$ cat src/rtl/idct_transpose_buf.sv
// Ping-pong 4x4 transpose buffer between the row and column passes of the 4-point IDCT.
// Samples are written row-major one per cycle and read back one column (4 samples) per cycle.
module idct_transpose_buf #(
  parameter int W       = 25,
  parameter bit CLIP_EN = 1'b1,
  parameter int CLIP_W  = 16
) (
  input  logic                clk,
  input  logic                reset,
  input  logic                in_valid,
  output logic                in_ready,
  input  logic signed [W-1:0] d_in,
  output logic                out_valid,
  input  logic                out_ready,
  output logic signed [W-1:0] d_out_1,
  output logic signed [W-1:0] d_out_2,
  output logic signed [W-1:0] d_out_3,
  output logic signed [W-1:0] d_out_4,
  output logic                out_last
);

  localparam logic signed [W-1:0] SAT_MAX = {{(W-CLIP_W+1){1'b0}}, {(CLIP_W-1){1'b1}}};
  localparam logic signed [W-1:0] SAT_MIN = {{(W-CLIP_W+1){1'b1}}, {(CLIP_W-1){1'b0}}};

  function automatic logic signed [W-1:0] sat(input logic signed [W-1:0] d);
    if (!CLIP_EN)
      return d;
    if (d > SAT_MAX)
      return SAT_MAX;
    if (d < SAT_MIN)
      return SAT_MIN;
    return d;
  endfunction

  logic signed [W-1:0] mem [2][4][4];
  logic [1:0]          full;
  logic                wr_bank;
  logic                rd_bank;
  logic [3:0]          wr_cnt;
  logic [1:0]          rd_col;
  logic                wr_fire;
  logic                rd_fire;
  logic signed [W-1:0] sample_p0;

  assign in_ready  = !full[wr_bank];
  assign out_valid = full[rd_bank];
  assign out_last  = out_valid && (rd_col == 2'd3);
  assign wr_fire   = in_valid && in_ready;
  assign rd_fire   = out_valid && out_ready;
  assign sample_p0 = sat(d_in);

  // Read port: the read bank is full, so the write bank never aliases it.
  assign d_out_1 = mem[rd_bank][0][rd_col];
  assign d_out_2 = mem[rd_bank][1][rd_col];
  assign d_out_3 = mem[rd_bank][2][rd_col];
  assign d_out_4 = mem[rd_bank][3][rd_col];

  // Stage 0 -> storage: saturated sample lands at [row][col] of the write bank.
  always_ff @(posedge clk or posedge reset) begin
    if (reset) begin
      for (int b = 0; b < 2; b++)
        for (int r = 0; r < 4; r++)
          for (int c = 0; c < 4; c++)
            mem[b][r][c] <= '0;
    end else if (wr_fire) begin
      mem[wr_bank][wr_cnt[3:2]][wr_cnt[1:0]] <= sample_p0;
    end
  end

  // The two full flags are touched by different sides and never by both on one bank.
  always_ff @(posedge clk or posedge reset) begin
    if (reset) begin
      full    <= '0;
      wr_bank <= 1'b0;
      rd_bank <= 1'b0;
      wr_cnt  <= '0;
      rd_col  <= '0;
    end else begin
      if (wr_fire) begin
        if (wr_cnt == 4'd15) begin
          full[wr_bank] <= 1'b1;
          wr_bank       <= ~wr_bank;
          wr_cnt        <= '0;
        end else begin
          wr_cnt <= wr_cnt + 4'd1;
        end
      end
      if (rd_fire) begin
        if (rd_col == 2'd3) begin
          full[rd_bank] <= 1'b0;
          rd_bank       <= ~rd_bank;
          rd_col        <= '0;
        end else begin
          rd_col <= rd_col + 2'd1;
        end
      end
    end
  end

endmodule
$ cat config.mk
export PLATFORM = sky130hd
export DESIGN_NAME = idct_transpose_buf
export DESIGN_NICKNAME = d
export VERILOG_FILES = /design/src/rtl/idct_transpose_buf.sv
export SDC_FILE = /design/constraint.sdc
export NUM_CORES = 2
export LEC_CHECK = 0
export ABC_AREA = 1
export BUFFER_PORTS_ARGS = -buffer_cell sky130_fd_sc_hd__clkbuf_2
export CORE_UTILIZATION = 55
export CTS_CLUSTER_SIZE = 40
export DETAILED_ROUTE_END_ITERATION = 12
export PLACE_DENSITY = 0.72
export SYNTH_ARGS = -nofsm -noshare
export SYNTH_HDL_FRONTEND = slang
export SYNTH_SLANG_ARGS = --single-unit
$ cat constraint.sdc
create_clock -name clk -period 46 [get_ports clk]
set_input_delay 2.3 -clock clk [delete_from_list [all_inputs] [get_ports clk]]
set_output_delay 2.3 -clock clk [all_outputs]
set_load 0.02 [all_outputs]
=== Word level (Yosys, flattened, before mapping) ===
Cells that the tools add are included.

* Input port bits: 29
* Bits in registers: 810
* Logic and storage cells: 119

* $lt $le $gt $ge: 14
* Add/subtract/negate cells: 2
* Muxes and demuxes: 43
* Bitwise operators: 10
* Reductions and logical operators: 11
* Equality and inequality tests: 2

{| class="wikitable"
|+ Operators with widths
! operator !! count
|-
| two-way mux 400 bit || 4
|-
| bitwise mux 800 bit || 1
|-
| demux 400 bit (select 1 bit) || 1
|-
| two-way mux 25 bit || 13
|-
| binary-select mux 25 bit (select 2 bit) || 4
|-
| demux 100 bit (select 2 bit) || 1
|-
| two-way mux 100 bit || 1
|-
| demux 25 bit (select 2 bit) || 1
|-
| greater-than comparator 25 x 16 -> 1 bit (second input constant) || 1
|-
| less-than comparator 25 x 16 -> 1 bit (second input constant) || 1
|-
| two-way mux 2 bit || 5
|-
| greater-or-equal comparator 3 bit (second input constant) || 3
|-
| two-way mux 1 bit || 9
|-
| NOT 2 -> 3 bit || 3
|-
| logical AND 1 bit || 8
|-
| less-than comparator 3 x 1 -> 1 bit (second input constant) || 2
|-
| adder 4 x 1 -> 4 bit (second input constant) || 1
|-
| equality test 4 bit (second input constant) || 1
|-
| greater-or-equal comparator 2 bit (second input constant) || 2
|-
| less-than comparator 1 x 2 -> 1 bit (second input constant) || 2
|-
| two-way mux 4 bit || 1
|-
| NOT 1 -> 2 bit || 2
|-
| AND reduction 2 bit || 2
|-
| adder 2 x 1 -> 2 bit (second input constant) || 1
|-
| 9 further kinds || 12
|}

=== Longest topological paths before layout ===
* Word-level depth: 10
* Gate-level depth with buffers: 10
* Mapped depth without buffers: 9

=== Worst setup path before layout ===
No wires, ideal clock.

* Path type: input to register
* Start: input port d_in[16]
* End: register mem[440] (netlist name)
* Path buffers: 2
* Data arrival time: 4047 ps
* Stages on the path: 9
* Required time: 45934 ps
* Path slack: 41888 ps
* Library setup time: 66 ps
* Cells stage by stage: nand4_1 or3_1 ha_1 clkinv_1 clkbuf_1 nand2_1 buf_1 nand3_1 nand2_1

* Cells in the longest elaborated chain, start to end: 6
* Elaborated cells between the ends (all ways): 9

{| class="wikitable"
|+ RTL lines
! what !! RTL line !! RTL
|-
| from (decl) || 12 || <nowiki>input logic signed [W-1:0] d_in,</nowiki>
|-
| less-than comparator 25 x 16 -> 1 bit || 30 || <nowiki>if (d < SAT_MIN)</nowiki>
|-
| two-way mux 1 bit (2 in a row) || 30 ||
|-
| two-way mux 25 bit || 32 || <nowiki>return d;</nowiki>
|-
| two-way mux 25 bit * || 30 ||
|-
| bitwise mux 800 bit * || 66 || <nowiki>mem[wr_bank][wr_cnt[3:2]][wr_cnt[1:0]] <= sample_p0;</nowiki>
|-
| to (signal, indexed assignment) || 66 ||
|-
| to (decl) || 35 || <nowiki>logic signed [W-1:0] mem [2][4][4];</nowiki>
|}

Mark *: on every way between the ends. The rest lies on a longest branch, timed or not. The select of a mux whose other input is x is not followed.
A chain may end at the register's enable or synchronous reset.

=== Worst setup path after layout ===
* Start: register rd_bank
* End: output port d_out_2[12]

* Cells in the longest elaborated chain, start to end: 7

{| class="wikitable"
|+ RTL lines
! what !! RTL line !! RTL
|-
| from (decl) || 38 || <nowiki>logic rd_bank;</nowiki>
|-
| from (signal assigned) || 91 || <nowiki>rd_bank <= ~rd_bank;</nowiki>
|-
| NOT 1 -> 2 bit (implied by the code) || 54 || <nowiki>assign d_out_2 = mem[rd_bank][1][rd_col];</nowiki>
|-
| two-way mux 400 bit (3 in a row) || - ||
|-
| binary-select mux 25 bit (select 2 bit) || 54 ||
|-
| two-way mux 25 bit (implied by the code) (2 in a row) || 54 ||
|-
| to (decl) || 16 || <nowiki>output logic signed [W-1:0] d_out_2,</nowiki>
|}

Every way passes these cells. The select of a mux whose other input is x is not followed.

==> flow_metrics.tcl <==
set metrics [dict create \
    drt-pass1-iter-count 6 \
    synth_cells 5155 \
    io_buffers 131 \
    syn_nets 5190 \
    fin_crit_ns 7.69 \
    first_global_vias 34450 \
    wl_per_cell_um 21.1 \
    power.density_nw_per_um2 75.1 \
    dp_hpwl_um 63500 \
    rsz0062_at_grt "false" \
    clk_pin_slew_ns 0.06 \
    core_area_sq_um 69900 \
    dieArea_sq_um 71600 \
    status "completed" \
    antennaDiodeCount 0 \
    end_kind "output port" \
    multi_input_area_sq_um 16500 \
    cp.required_ns 43.70 \
    chipHeight_um 268 \
    grt_usage_pct 35.7 \
    pin_count 132 \
    max_freq_ghz 0.130 \
    hold_buffers 0 \
    h-tree-depth 3 \
    gp_congestion 0.825 \
    placementRows 97 \
    tns_ns 0 \
    post-cts-setup-buffers 0 \
    synth_ff_type "dfrtp_1" \
    routed_via_density 5.99 \
    worst_pin_slew_ns 1.27 \
    cts_buffer_depth 3 \
    cts_sinks 810 \
    top_layer "met4" \
    seq_area_frac_synth_pct 52.2 \
    cts-root-buf "clkbuf_16" \
    p_leak_nw 22.2 \
    fin_util_pct 60.7 \
    antenna_found_initial 2 \
    layout.area.seq_sq_um 20300 \
    fillers 6295 \
    yosysWarnings 0 \
    wl_met3_um 14100 \
    areaGrowthSynthToFinish_pct 9.25 \
    synth_top_area_share_pct 52.2 \
    finClkSkew_ns 0.0287 \
    cp.arrival_ns 5.39 \
    reg2regPathDepth 9 \
    gr-total-overflow 0 \
    drv_slew 0 \
    finalWirelength_um 127000 \
    synth-edff-count 0 \
    drcViolationCount 0 \
    wl_met2_um 56400 \
    hp-class "reg2reg" \
    max-cap-violations 0 \
    cts_tree "done" \
    synth_area_sq_um 38800 \
    grt_start_max_net_pins 203 \
    cts_resized 0 \
    drt_iter0_markers 4245 \
    ys_types 30 \
    drtAntennaViolNets 0 \
    insertion_delay_ns 0.65 \
    met1_length_um 51100 \
    avgSynthCellArea_sq_um 7.53 \
    initial_core_util_pct 55.5 \
    vdd_drop_max_v 0.0000673 \
    ys_seq_elements 810 \
    path_class "reg2out" \
    hold_viol 0 \
    synth.area.top_cells "dfrtp_1, nand2_1, o21ai_0, nand3_1, nor2_1" \
    cts_buffers 88 \
    vias 36063 \
    die_w_um 268 \
    fin_crit_sh_pct 16.7 \
    worstHoldPathCells 2 \
    drive_above_1_share_pct 8.08 \
    nNetsFinal 5043 \
    crit_path_start_kind "register" \
    ys_async_sr_fraction_pct 100 \
    synth_top_area_cell "dfrtp_1" \
    maxSlewHeadroom_pct 15.3 \
    grt_pass1_wl_um 198000 \
    worstPathMaxFanout 202 \
    setup_viol 0 \
]
[synth_stat cells, drive strengths merged, types with 6 or more instances]
| cell | count |
|---|---|
| nand3 | 328 |
| buf | 164 |
| dfrtp | 810 |
| nor3 | 8 |
| ha | 6 |
| nor2 | 457 |
| inv | 46 |
| nand2 | 2276 |
| clkbuf | 265 |
| o21ai | 579 |
| o22ai | 200 |
| or2 | 6 |
[routing by layer]
metal	track usage, %	vias to the layer above
li1	-	16208
met1	49.5	17470
met2	54.3	2063
met3	7.27	322
met4	15.8	0
met5	0	-
[sequential cells by signal, summed over array words and instances (netlist names)]
name / flops
full: 2
wr_cnt: 4
wr_bank: 1
rd_col: 2
mem: 800
rd_bank: 1
[through the flow]
step	power, mW	worst slack, ns	hold WS [ns]	cell area (sq um)	cells
2_1_floorplan	2.02	20.95	0.444	38800	5155
3_3_place_gp	2.38	39.24	0.457	39300	5858
3_5_place_dp	2.40	39.12	0.461	39300	5858
4_1_cts	3.16	38.44	0.476	42400	6016
5_1_grt	3.38	38.07	0.487	42400	6016
6_report	3.18	38.31	0.473	42400	6016
[kinds of logic after synthesis]
group / Yosys count / synth area share (%)
flip-flops: 810 / 52.2
AND/OR/NAND/NOR: 3078 / 31.6
buffers and inverters: 477 / 5.20
adder cells (fa/ha/maj): 6 / 0.193
AO/OA/AOI/OAI: 782 / 10.7
XOR/XNOR: 2 / 0.0451
[where the power goes]
part           internal (mW)  switching (mW)
logic                  0.387           0.854
registers               1.00           0.188
clock network          0.453           0.301
total                   1.84            1.34
[path summary, 6_finish.rpt]
path	slack, ns	end	startpoint
worst max-delay path	38.31	d_out_2[12]	rd_bank$_DFFE_PP0P_
worst min-delay path	0.47	mem[175]$_DFFE_PP0P_	mem[175]$_DFFE_PP0P_
worst max register to register	41.73	mem[103]$_DFFE_PP0P_	wr_bank$_DFFE_PP0P_
worst min register to register	0.47	mem[175]$_DFFE_PP0P_	mem[175]$_DFFE_PP0P_
max in group asynchronous	41.67	rd_col[0]$_DFFE_PP0P_	reset
min in group asynchronous	1.80	mem[588]$_DFFE_PP0P_	reset
[placed cells by master (no fill, tap or decap), types with 59 or more instances in the layout]
cell and n:
dfrtp_1 807, o21ai_0 572, nand2_1 2273, buf_4 59, nor2_1 431, clkbuf_2 131
o22ai_1 200, nand3_1 327, clkbuf_16 93
[critical path, cell delays in order (launching register included)]
cell      delay, ns
dfrtp_4        0.79
inv_8          0.98
buf_4          0.95
buf_4          0.98
o21ai_0        0.23
o22ai_1        0.18
nand2_1        0.12
nand2_1        0.19
clkbuf_2       0.19
[area by class of cell]
type	instances	area share, %
sequential	810	47.8
timing repair buffer	192	2.68
tap	940	2.77
multi-input combinational	3868	39.0
clock buffer	127	6.21
clock inverter	31	1.00
inverter	48	0.484
(Power assumes the default switching activity.)
